**src/rtl/uart_frame_rx.sv**
```systemverilog
// rtl/uart_frame_rx.sv - SOF/LEN/payload/CSUM framer; payload released only after checksum passes
module uart_frame_rx #(
  parameter int unsigned CLK_HZ         = 50_000_000,
  parameter int unsigned MAX_LEN        = 16,
  parameter logic [7:0]  SOF            = 8'hA5,
  parameter int unsigned TIMEOUT_CYCLES = (CLK_HZ / 115200) * 100
) (
  input  logic       i_clk,
  input  logic       i_rst_n,
  input  logic [7:0] i_in_data,
  input  logic       i_in_valid,
  output logic [7:0] o_out_data,
  output logic       o_out_valid,
  input  logic       i_out_ready,
  output logic       o_out_last,
  output logic       o_frame_ok,
  output logic       o_frame_err,
  output logic [1:0] o_err_code
);

  localparam int unsigned IDX_W  = $clog2(MAX_LEN + 1);
  localparam int unsigned TMR_W  = $clog2(TIMEOUT_CYCLES + 1);
  localparam int unsigned BUF_AW = (MAX_LEN > 1) ? $clog2(MAX_LEN) : 1;

  typedef enum logic [2:0] {
    S_HUNT,
    S_LEN,
    S_PAYLOAD,
    S_CSUM,
    S_DRAIN
  } state_t;

  state_t           r_state;
  logic [IDX_W-1:0] r_len;
  logic [IDX_W-1:0] r_idx;
  logic [IDX_W-1:0] r_rd_idx;
  logic [7:0]       r_sum;
  logic [TMR_W-1:0] r_timer;
  logic [7:0]       r_buf [0:(1 << BUF_AW) - 1];

  logic [7:0]       w_csum;
  logic             w_timeout;
  logic             w_len_bad;
  logic             w_xfer;
  logic [IDX_W-1:0] w_last_idx;
  logic [IDX_W-1:0] w_rd_next;

  assign w_csum     = r_sum + i_in_data;
  assign w_timeout  = (r_timer == TMR_W'(TIMEOUT_CYCLES));
  assign w_len_bad  = (i_in_data == 8'd0) || (i_in_data > 8'(MAX_LEN));
  assign w_xfer     = o_out_valid && i_out_ready;
  assign w_last_idx = r_len - IDX_W'(1);
  assign w_rd_next  = r_rd_idx + IDX_W'(1);

  // Payload storage has no reset; only bytes below r_len are ever read back.
  always_ff @(posedge i_clk) begin
    if (r_state == S_PAYLOAD && i_in_valid && !w_timeout) begin
      r_buf[r_idx[BUF_AW-1:0]] <= i_in_data;
    end
  end

  always_ff @(posedge i_clk) begin
    if (!i_rst_n) begin
      r_state     <= S_HUNT;
      r_len       <= '0;
      r_idx       <= '0;
      r_rd_idx    <= '0;
      r_sum       <= 8'h00;
      r_timer     <= '0;
      o_out_data  <= 8'h00;
      o_out_valid <= 1'b0;
      o_out_last  <= 1'b0;
      o_frame_ok  <= 1'b0;
      o_frame_err <= 1'b0;
      o_err_code  <= 2'b00;
    end else begin
      o_frame_ok  <= 1'b0;
      o_frame_err <= 1'b0;
      o_err_code  <= 2'b00;
      case (r_state)
        S_HUNT: begin
          r_sum   <= 8'h00;
          r_timer <= '0;
          if (i_in_valid && i_in_data == SOF) begin
            r_state <= S_LEN;
          end
        end
        S_LEN, S_PAYLOAD, S_CSUM: begin
          // Timeout wins over a byte landing on the same cycle; that byte is dropped.
          if (w_timeout) begin
            o_frame_err <= 1'b1;
            o_err_code  <= 2'd2;
            r_timer     <= '0;
            r_state     <= S_HUNT;
          end else begin
            r_timer <= i_in_valid ? '0 : r_timer + TMR_W'(1);
            if (i_in_valid) begin
              case (r_state)
                S_LEN: begin
                  if (w_len_bad) begin
                    o_frame_err <= 1'b1;
                    o_err_code  <= 2'd0;
                    r_state     <= S_HUNT;
                  end else begin
                    r_len   <= i_in_data[IDX_W-1:0];
                    r_sum   <= i_in_data;
                    r_idx   <= '0;
                    r_state <= S_PAYLOAD;
                  end
                end
                S_PAYLOAD: begin
                  r_sum <= w_csum;
                  r_idx <= r_idx + IDX_W'(1);
                  if (r_idx == w_last_idx) begin
                    r_state <= S_CSUM;
                  end
                end
                default: begin
                  if (w_csum == 8'h00) begin
                    o_frame_ok  <= 1'b1;
                    r_rd_idx    <= '0;
                    o_out_valid <= 1'b1;
                    o_out_data  <= r_buf[0];
                    o_out_last  <= (r_len == IDX_W'(1));
                    r_state     <= S_DRAIN;
                  end else begin
                    o_frame_err <= 1'b1;
                    o_err_code  <= 2'd1;
                    r_state     <= S_HUNT;
                  end
                end
              endcase
            end
          end
        end
        S_DRAIN: begin
          if (i_in_valid) begin
            o_frame_err <= 1'b1;
            o_err_code  <= 2'd3;
          end
          if (w_xfer) begin
            if (o_out_last) begin
              o_out_valid <= 1'b0;
              o_out_last  <= 1'b0;
              o_out_data  <= 8'h00;
              r_state     <= S_HUNT;
            end else begin
              r_rd_idx   <= w_rd_next;
              o_out_data <= r_buf[w_rd_next[BUF_AW-1:0]];
              o_out_last <= (w_rd_next == w_last_idx);
            end
          end
        end
        default: r_state <= S_HUNT;
      endcase
    end
  end

endmodule

```
**config.mk**
```make
export PLATFORM = sky130hd
export DESIGN_NAME = uart_frame_rx
export DESIGN_NICKNAME = d
export VERILOG_FILES = /design/src/rtl/uart_frame_rx.sv
export SDC_FILE = /design/constraint.sdc
export NUM_CORES = 1
export LEC_CHECK = 0
export BUFFER_PORTS_ARGS = -buffer_cell sky130_fd_sc_hd__buf_2
export CAP_MARGIN = 10
export CORE_MARGIN = 2
export CORE_UTILIZATION = 40
export DETAILED_ROUTE_END_ITERATION = 12
export GPL_ROUTABILITY_DRIVEN = 0
export PLACE_DENSITY_LB_ADDON = 0.15
export SLEW_MARGIN = 20
export SYNTH_ARGS = -nofsm -noshare
export SYNTH_HDL_FRONTEND = slang
export SYNTH_SLANG_ARGS = --single-unit
```
**constraint.sdc**
```tcl
create_clock -name i_clk -period 3.8 [get_ports i_clk]
set_input_delay 0.76 -clock i_clk [delete_from_list [all_inputs] [get_ports i_clk]]
set_output_delay 0.76 -clock i_clk [all_outputs]
set_load 0.05 [all_outputs]
```
---- After elaboration in Yosys (flattened, before gate mapping) ----
Memories as Yosys holds them, arrays and structs flattened.
Cells that the tools add are included.
cells by class
  $add $sub $neg .......................... 5
  $mul .................................... 0
  divide/modulo/power cells ............... 0
  magnitude comparators ................... 1
  equality and inequality tests ........... 22
  shift-type cells ........................ 0
  multiplexer cells ....................... 64
  bitwise operators ....................... 5
  reductions and logical operators ........ 22
operators with widths
  operator               number
  $mux 8                 9
  $pmux 8 s2             3
  $mux 5                 7
  $mux 16                2
  $pmux 16 s2            1
  $mux 1                 23
  $mux 3                 7
  $pmux 5 s2             2
  $reduce_and 5->1       4
  $ne 2x2->1 const B     9
  $add 16x1->16 const B  1
  $eq 16x16->1 const B   1
  $logic_not 8->1        2
  $reduce_and 7->1       2
  $add 5x1->5 const B    2
  $eq 5x5->1             2
  $ne 3x3->1 const B     3
  $pmux 3 s3             1
  $add 8x8->8            1
  $eq 8x8->1 const B     1
  $gt 8x5->1 const B     1
  $pmux 1 s2             4
  $eq 3x2->1 const B     2
  $mux 2                 3
  other kinds (17)       26
word-level totals
  flip-flop bits (word level) ............. 56
  latch bits .............................. 0
  RAM bits ................................ 128
  memory bits (read-only) ................. 0
  word-level logic and storage cells ...... 132
  memories kept ........................... 1
memories
  name   words  width  read ports  clocked after memory_dff  write ports  RTL line  text
  r_buf  16     8      2           0                         1            39        logic [7:0] r_buf [0:(1 << BUF_AW) - 1];

---- Logic depth before layout (Yosys ltp) ----
Gate-level depths: netlist of the first run.
  depth after elaboration ................. 7
  gate-level depth with buffers ........... 10
  gate-level depth less buffers ........... 9

---- Worst setup path after synthesis of the first run ----
Ideal clock, no wire load.
  kind .................................... input -> register
  start point ............................. in i_in_data[0]
  end point ............................... reg o_out_last
  library setup time ...................... 126 ps
  arrival ................................. 2,760 ps
  data required time ...................... 3,674 ps
  setup slack ............................. 914 ps
  stages on the path ...................... 10
  buffers on the path ..................... 1
  path through ............................ ha_1 > fa_1 > a211oi_1 > o21bai_1 > a221oi_2 > nand4_2 > nor3_2 > or2_1 > buf_6 > a21oi_2
between the ends
  cells in the longest elaborated chain, start to end .. 4
RTL lines
  item                               RTL line  text
  start, declared                    10        input logic [7:0] i_in_data,
  $add 8x8->8                        48        assign w_csum = r_sum + i_in_data;
  $logic_not 8->1                    119       if (w_csum == 8'h00) begin
  $ne 2x2->1 (no source line)        n/a
  $reduce_and 6->1 (no source line)  n/a
  end signal, assigned               124       o_out_last <= (r_len == IDX_W'(1));
  end signal, assigned               150       o_out_last <= (w_rd_next == w_last_idx);
  end, declared                      15        output logic o_out_last,
No other way between the ends.
A chain may end at the register's enable or synchronous reset.

---- Final worst setup path of the first run ----
  start point ............................. in i_in_data[0]
  end point ............................... reg o_out_data[2]
between the ends
  cells in the longest elaborated chain, start to end .. 4
RTL lines
  item                               RTL line  text
  $add 8x8->8                        48
  $logic_not 8->1                    119
  $ne 2x2->1 (no source line)        n/a
  $reduce_and 6->1 (no source line)  n/a
  end signal, assigned               123       o_out_data <= r_buf[0];
  end signal, assigned               149       o_out_data <= r_buf[w_rd_next[BUF_AW-1:0]];
  end, declared                      12        output logic [7:0] o_out_data,
No other way between the ends.

==> out/metrics.csv, run 1 <==
stage;metric;value;unit
clock_network;hold_buffers;0;
power_and_ir_drop;power_density;420;mW/mm^2
clock_network;clock_sinks;184;
logic_synthesis;ys_warn_count;0;
setup_path;critPathKind;primary input to flop;
power_and_ir_drop;irDropWorstVdd;306;uV
route;vias;5029;
final_layout;final_cell_area;0.00925;mm^2
clock_network;cts_setup_buffers;0;
clock_network;clk_path_buf_depth;2;
placement;dpl.cell_count;889;
placement;dp_hpwl;12700;um
logic_synthesis;syn_inst;606;
floorplanning;rows;52;
setup_path;end_kind;flop;
setup_path;cp.required;4110;ps
clock_network;clk_latency;430;ps
sta;finalSetupTns;0;ps
route;wl_per_cell;20.6;um
floorplanning;initial_core_util;0.408;
job;max-cap-violations;0;
setup_path;path_max_fanout;9;
clock_network;h-tree-depth;4;
sta;worst_pin_slew;820;ps
global_routing;antenna_found_initial;0;
sta;setup_viol_count_final;0;
final_layout;diodes;0;
sta;finalHoldViolCount;0;
run_status;status;finished, final reports clean;
global_routing;grt_pass1_wl;29800;um
final_layout;fin_cells;921;
global_routing;grt_usage;0.183;
floorplanning;io_pins;26;
sta;slew_violations;0;
setup_path;cp-start-kind;primary input;
global_routing;grt_start_max_net_pins;49;
sta;slew_headroom;0.451;
route;route.detailed.drc;0;
setup_path;cp_cell_sequence;buf_2 -> ha_1 -> fa_1 -> a211oi_1 -> o21bai_1 -> a221oi_2 -> nand4_2 -> nor3_2 -> or2_1 -> a21oi_2;
logic_synthesis;synth_edf_count;128;
logic_synthesis;synth_nets;635;
route;wl;19000;um
route;via_per_inst;5.46;
logic_synthesis;syn_area;0.00826;mm^2
final_layout;nets;667;
clock_network;cts.clk_slew.worst_paths;70;ps
floorplanning;die_w;148;um
clock_network;cts_root_buffer;clkbuf_16;
sta;fmax;330;MHz
setup_path;cpMaxStageDelayCell;or2_1;
sta;rsz0062_at_grt;false;
sta;period_share;0.799;
min_path;hold_class;flop to flop;
sta;fin_ws;765;ps
power_and_ir_drop;power.static_leakage;3.14;nW
logic_synthesis;avgSynthCellArea;13.6;um^2
sta;finClkSkew;10.1;ps
global_routing;grt_pass1_vias;5099;
placement;dpl_cell_area;0.00870;mm^2
logic_synthesis;ys_seq_elements;184;
logic_synthesis;ys_seq_area_frac;0.601;
clock_network;cts_made_buffers;17;
global_routing;grt-ovfl-total;0;
route;ant_nets;0;
final_layout;syn2layout_area_growth;12.0;%
logic_synthesis;yosysUniqueCellTypes;65;
placement;portBuffers;25;
logic_synthesis;ys_async_sr_fraction;0;
clock_network;cts_tree;yes;
setup_path;max_stage_delay;450;ps
route;drtIter0Drc;378;
floorplanning;core-area;0.0202;mm^2
sta;finalCriticalPeriod;3030;ps
sta;whs;472;ps
floorplanning;fp.dieH;148;um
route;firstDrtPassIters;5;
floorplanning;dieArea;0.0218;mm^2
clock_network;cts_resized;0;
placement;place_ws;324;ps
final_layout;drive_above_1_share;0.201;
logic_synthesis;ys.flop_type;edfxtp_1;
setup_path;worstPathArrival;3340;ps
[placed cells by master (no fill, tap or decap), drive strengths merged, types with 16 or more instances in the layout]
cell type    n
mux2i       23
mux4        32
dfxtp       56
buf         41
clkbuf      19
nand3       18
ha          16
xor2        21
a21oi       24
nor2        44
nand2       44
edfxtp     128
[worst max-delay path, delay by kind of cell]
kind,cells,cell delay (ps)
AND/OR/NAND/NOR,3,910
AO/OA/AOI/OAI,4,910
buffers and inverters,1,120
adder cells (fa/ha/maj),2,630
[worst paths after layout]
check | from | to | slack [ps] | cells past startpoint
setup / recovery | i_in_data[0] | o_out_data[2]$_SDFFE_PN0P_ | 770 | 10
hold / removal | r_sum[2]$_SDFFE_PN0P_ | r_sum[2]$_SDFFE_PN0P_ | 470 | 2
setup reg to reg | r_sum[0]$_SDFFE_PN0P_ | o_out_data[2]$_SDFFE_PN0P_ | 930 | 9
hold reg to reg | r_sum[2]$_SDFFE_PN0P_ | r_sum[2]$_SDFFE_PN0P_ | 470 | 2
[cell type report]
cell class / count / area, um^2
fillers: 1811 / 11000
inverters: 9 / 33.8
clock buffers: 19 / 443
repair buffers: 41 / 245
clock inverters: 13 / 111
flip-flops and latches: 184 / 4970
multi-input cells: 385 / 3120
well taps: 270 / 338
[metrics by stage]
step / utilization / total power [mW]
4_1_cts: 0.457 / 3.91
6_report: 0.457 / 3.88
3_5_place_dp: 0.430 / 2.26
2_1_floorplan: - / 2.21
3_3_place_gp: 0.430 / 2.26
5_1_grt: 0.457 / 4.00
[power by group]
| group | internal (mW) | leakage (nW) | switching [mW] |
|---|---|---|---|
| Sequential | 2.14 | 1.60 | 0.000116 |
| Combinational | 0.0199 | 1.27 | 0.0572 |
| Clock | 0.872 | 0.270 | 0.795 |
[cells in the mapped netlist, types with 2 or more instances]
cell type,count,area share
xnor2_1,12,0.013
dfxtp_1,56,0.14
o31ai_1,10,0.0091
nand4b_1,2,0.0021
and3b_1,2,0.0021
and4_1,2,0.0021
nor2b_1,14,0.011
mux2i_1,23,0.028
clkbuf_1,13,0.0059
buf_6,4,0.0055
a22oi_1,6,0.0055
buf_2,9,0.0055
a21oi_2,9,0.0095
a41o_1,2,0.0024
a21oi_1,15,0.0091
nand4_2,2,0.0030
nand4_1,6,0.0045
and2_1,7,0.0053
nor3_1,10,0.0061
o21ai_1,2,0.0012
o21bai_1,3,0.0027
or2_2,4,0.0030
o21a_1,2,0.0018
mux4_2,32,0.087
nor3_2,2,0.0024
nor2_1,44,0.020
nand2b_1,6,0.0045
o22ai_1,14,0.011
ha_1,16,0.024
o21ai_0,12,0.0073
a21o_1,8,0.0073
edfxtp_1,128,0.47
o221ai_1,2,0.0021
nor4b_1,2,0.0021
or4_1,2,0.0018
nand3_1,18,0.011
a31oi_1,4,0.0030
nand2_1,43,0.020
xor2_1,21,0.022
and3_1,2,0.0015
or3_1,2,0.0015
a21boi_0,2,0.0018
inv_1,9,0.0041
[kinds of logic (layout without fill, tap and decap cells)]
family,count (synthesis),in the layout,synth area share
AOI/OAI and AO/OA,98,98,0.0813
xor gates and xnor gates,34,34,0.0383
adders and majority gates,17,17,0.0266
buffers and inverters,37,82,0.0223
DFF,184,184,0.601
muxes,55,55,0.115
and+or+nand+nor,181,181,0.116
[state kept, by name (all words and copies together), names as in the netlist]
| name | cells |
|---|---|
| r_state | 3 |
| r_len | 5 |
| o_frame_ok | 1 |
| o_frame_err | 1 |
| r_timer | 16 |
| r_sum | 8 |
| o_err_code | 2 |
| o_out_valid | 1 |
| r_idx | 5 |
| o_out_data | 8 |
| r_buf | 128 |
| o_out_last | 1 |
| r_rd_idx | 5 |
[per-layer routing]
metal | vias to the layer above | global-route usage | part of all wire
li1 | 2370 | - | -
met1 | 2550 | 0.244 | 0.46
met2 | 87 | 0.305 | 0.49
met3 | 22 | 0.0333 | 0.028
met4 | 0 | 0.0553 | 0.016
met5 | - | 0 | 0
(Power assumes the default switching activity.)
==> inputs of run 2 (changes only) <==
- clock period: 3.8 -> 3.05 ns (I/O delays scaled with it)
==> run 2 against run 1 <==
  * Clock power is 42% higher
  * Register-to-register slack worse by 500 ps
  * Non-clock buffer count is 24 higher
  * Worst setup slack worse by 340 ps
  * Hold slack better by 0.58 ps
  * Die area stayed put
  * Total power is 32% higher
  * Clock skew is 4.6 ps higher
  * Critical path type unchanged
  * Largest power group unchanged
  * Highest routed layer unchanged
==> out/metrics.csv, run 2 (synthesized netlist as in run 1, its figures left out) <==
stage;metric;value;unit
global_routing;grt_start_max_net_pins;34;
floorplanning;fp.dieH;148;um
route;wl;18900;um
setup_path;end_kind;flop;
global_routing;grt-ovfl-total;0;
route;drtIter0Drc;320;
setup_path;worstPathArrival;3000;ps
route;route.detailed.drc;0;
sta;rsz0062_at_grt;false;
clock_network;clock_sinks;184;
clock_network;cts.clk_slew.worst_paths;70;ps
floorplanning;core-area;0.0202;mm^2
global_routing;grt_pass1_wl;29600;um
final_layout;nets;691;
clock_network;cts_tree;yes;
clock_network;clk_path_buf_depth;2;
clock_network;cts_setup_buffers;0;
final_layout;drive_above_1_share;0.231;
final_layout;final_cell_mix;128 x edfxtp_1, 55 x dfxtp_1, 44 x nor2_1, 43 x nand2_1, 37 x buf_4;
sta;slew_headroom;0.547;
clock_network;h-tree-depth;4;
power_and_ir_drop;power;5.13;mW
global_routing;grt_usage;0.183;
sta;finClkSkew;14.7;ps
sta;finalHoldViolCount;0;
setup_path;reg2reg_from;r_sum[0]$_SDFFE_PN0P_;
job;max-cap-violations;0;
setup_path;max_stage_delay;410;ps
run_status;status;finished, final reports clean;
setup_path;r2r_slack;430;ps
min_path;hold_depth;2;
sta;fmax;380;MHz
floorplanning;rows;52;
clock_network;clk_latency;430;ps
route;via_per_inst;5.46;
sta;slew_violations;0;
final_layout;syn2layout_area_growth;15.8;%
placement;dp_hpwl;13100;um
clock_network;hold_buffers;0;
min_path;hold_end;r_sum[2]$_SDFFE_PN0P_;
final_layout;diodes;0;
floorplanning;die_w;148;um
setup_path;cp_cell_sequence;buf_2 -> ha_1 -> fa_1 -> a211oi_1 -> o21bai_1 -> a221oi_2 -> nand4_2 -> nor3_2 -> buf_4 -> o31ai_1 -> a21oi_2;
power_and_ir_drop;power.static_leakage;3.32;nW
sta;period_share;0.862;
final_layout;largest_reg_flops;128;
power_and_ir_drop;power_density;536;mW/mm^2
sta;finalCriticalPeriod;2630;ps
power_and_ir_drop;irDropWorstVdd;379;uV
setup_path;path_max_fanout;11;
setup_path;cpMaxStageDelayCell;fa_1;
floorplanning;dieArea;0.0218;mm^2
sta;worst_pin_slew;675;ps
final_layout;layout_commonest_cell;edfxtp_1;
placement;portBuffers;25;
floorplanning;initial_core_util;0.408;
sta;setup_viol_count_final;0;
min_path;hold_class;flop to flop;
clock_network;cts_root_buffer;clkbuf_16;
clock_network;cts_resized;0;
setup_path;rr_worst_depth;10;
global_routing;antenna_found_initial;0;
sta;finalSetupTns;0;ps
global_routing;grt_pass1_vias;5251;
min_path;hold_path_startpoint;r_sum[2]$_SDFFE_PN0P_;
final_layout;fillers;1796;
setup_path;cp.required;3420;ps
route;wl_per_cell;20.0;um
route;firstDrtPassIters;5;
floorplanning;io_pins;26;
clock_network;cts_made_buffers;17;
route;ant_nets;0;
setup_path;critPathKind;primary input to flop;
route;vias;5156;
setup_path;cp-start-kind;primary input;
setup_path;reg2reg_to;o_out_data[1]$_SDFFE_PN0P_;
[run 2: how the worst max path moves through the flow]
| stage | cells after the start | endpoint | from |
|---|---|---|---|
| after floorplan | 10 | o_out_last$_SDFFE_PN0P_ | i_in_data[0] |
| after global placement | 11 | o_out_data[1]$_SDFFE_PN0P_ | i_in_data[0] |
| after detailed placement | 11 | o_out_data[1]$_SDFFE_PN0P_ | i_in_data[0] |
| after CTS | 10 | o_out_data[1]$_SDFFE_PN0P_ | r_sum[0]$_SDFFE_PN0P_ |
| after global routing | 10 | o_out_data[2]$_SDFFE_PN0P_ | r_sum[0]$_SDFFE_PN0P_ |
| final | 11 | o_out_data[1]$_SDFFE_PN0P_ | i_in_data[0] |
[run 2: layout make-up]
type	count	area, um^2	area share
flip-flops and latches	184	4970	0.519
well taps	270	338	0.0353
repair buffers	65	463	0.0484
multi-input cells	385	3120	0.325
clock inverters	10	116	0.0122
inverters	9	33.8	0.00353
clock buffers	22	539	0.0563
[run 2: metal layers]
metal,global-route usage,vias to the layer above,share of wire
met5,0,-,0
met4,0.0486,0,0.016
met3,0.0386,19,0.035
met2,0.307,105,0.49
met1,0.243,2624,0.45
li1,-,2408,-
[run 2: report_power, final]
group          switching [mW]  internal (mW)
registers            0.000134           2.66
logic                  0.0721         0.0306
clock network           0.994           1.37
[run 2: worst max-delay path, delay by kind of cell]
family / cells / cell delay, ps
AO/OA/AOI/OAI: 5 / 1000
buffers and inverters: 2 / 340
adder cells (fa/ha/maj): 2 / 640
AND/OR/NAND/NOR: 2 / 410
[run 2: per-stage QoR]
stage,std cells,setup WS [ps],util,hold WS [ps],cell area (um^2)
6_report,945,421,0.473,472,9570
5_1_grt,945,267,0.473,515,9570
4_1_cts,945,413,0.473,476,9570
3_5_place_dp,913,-46.8,0.441,471,8920
3_3_place_gp,913,-10.4,0.441,460,8920
2_1_floorplan,606,314,-,447,8260
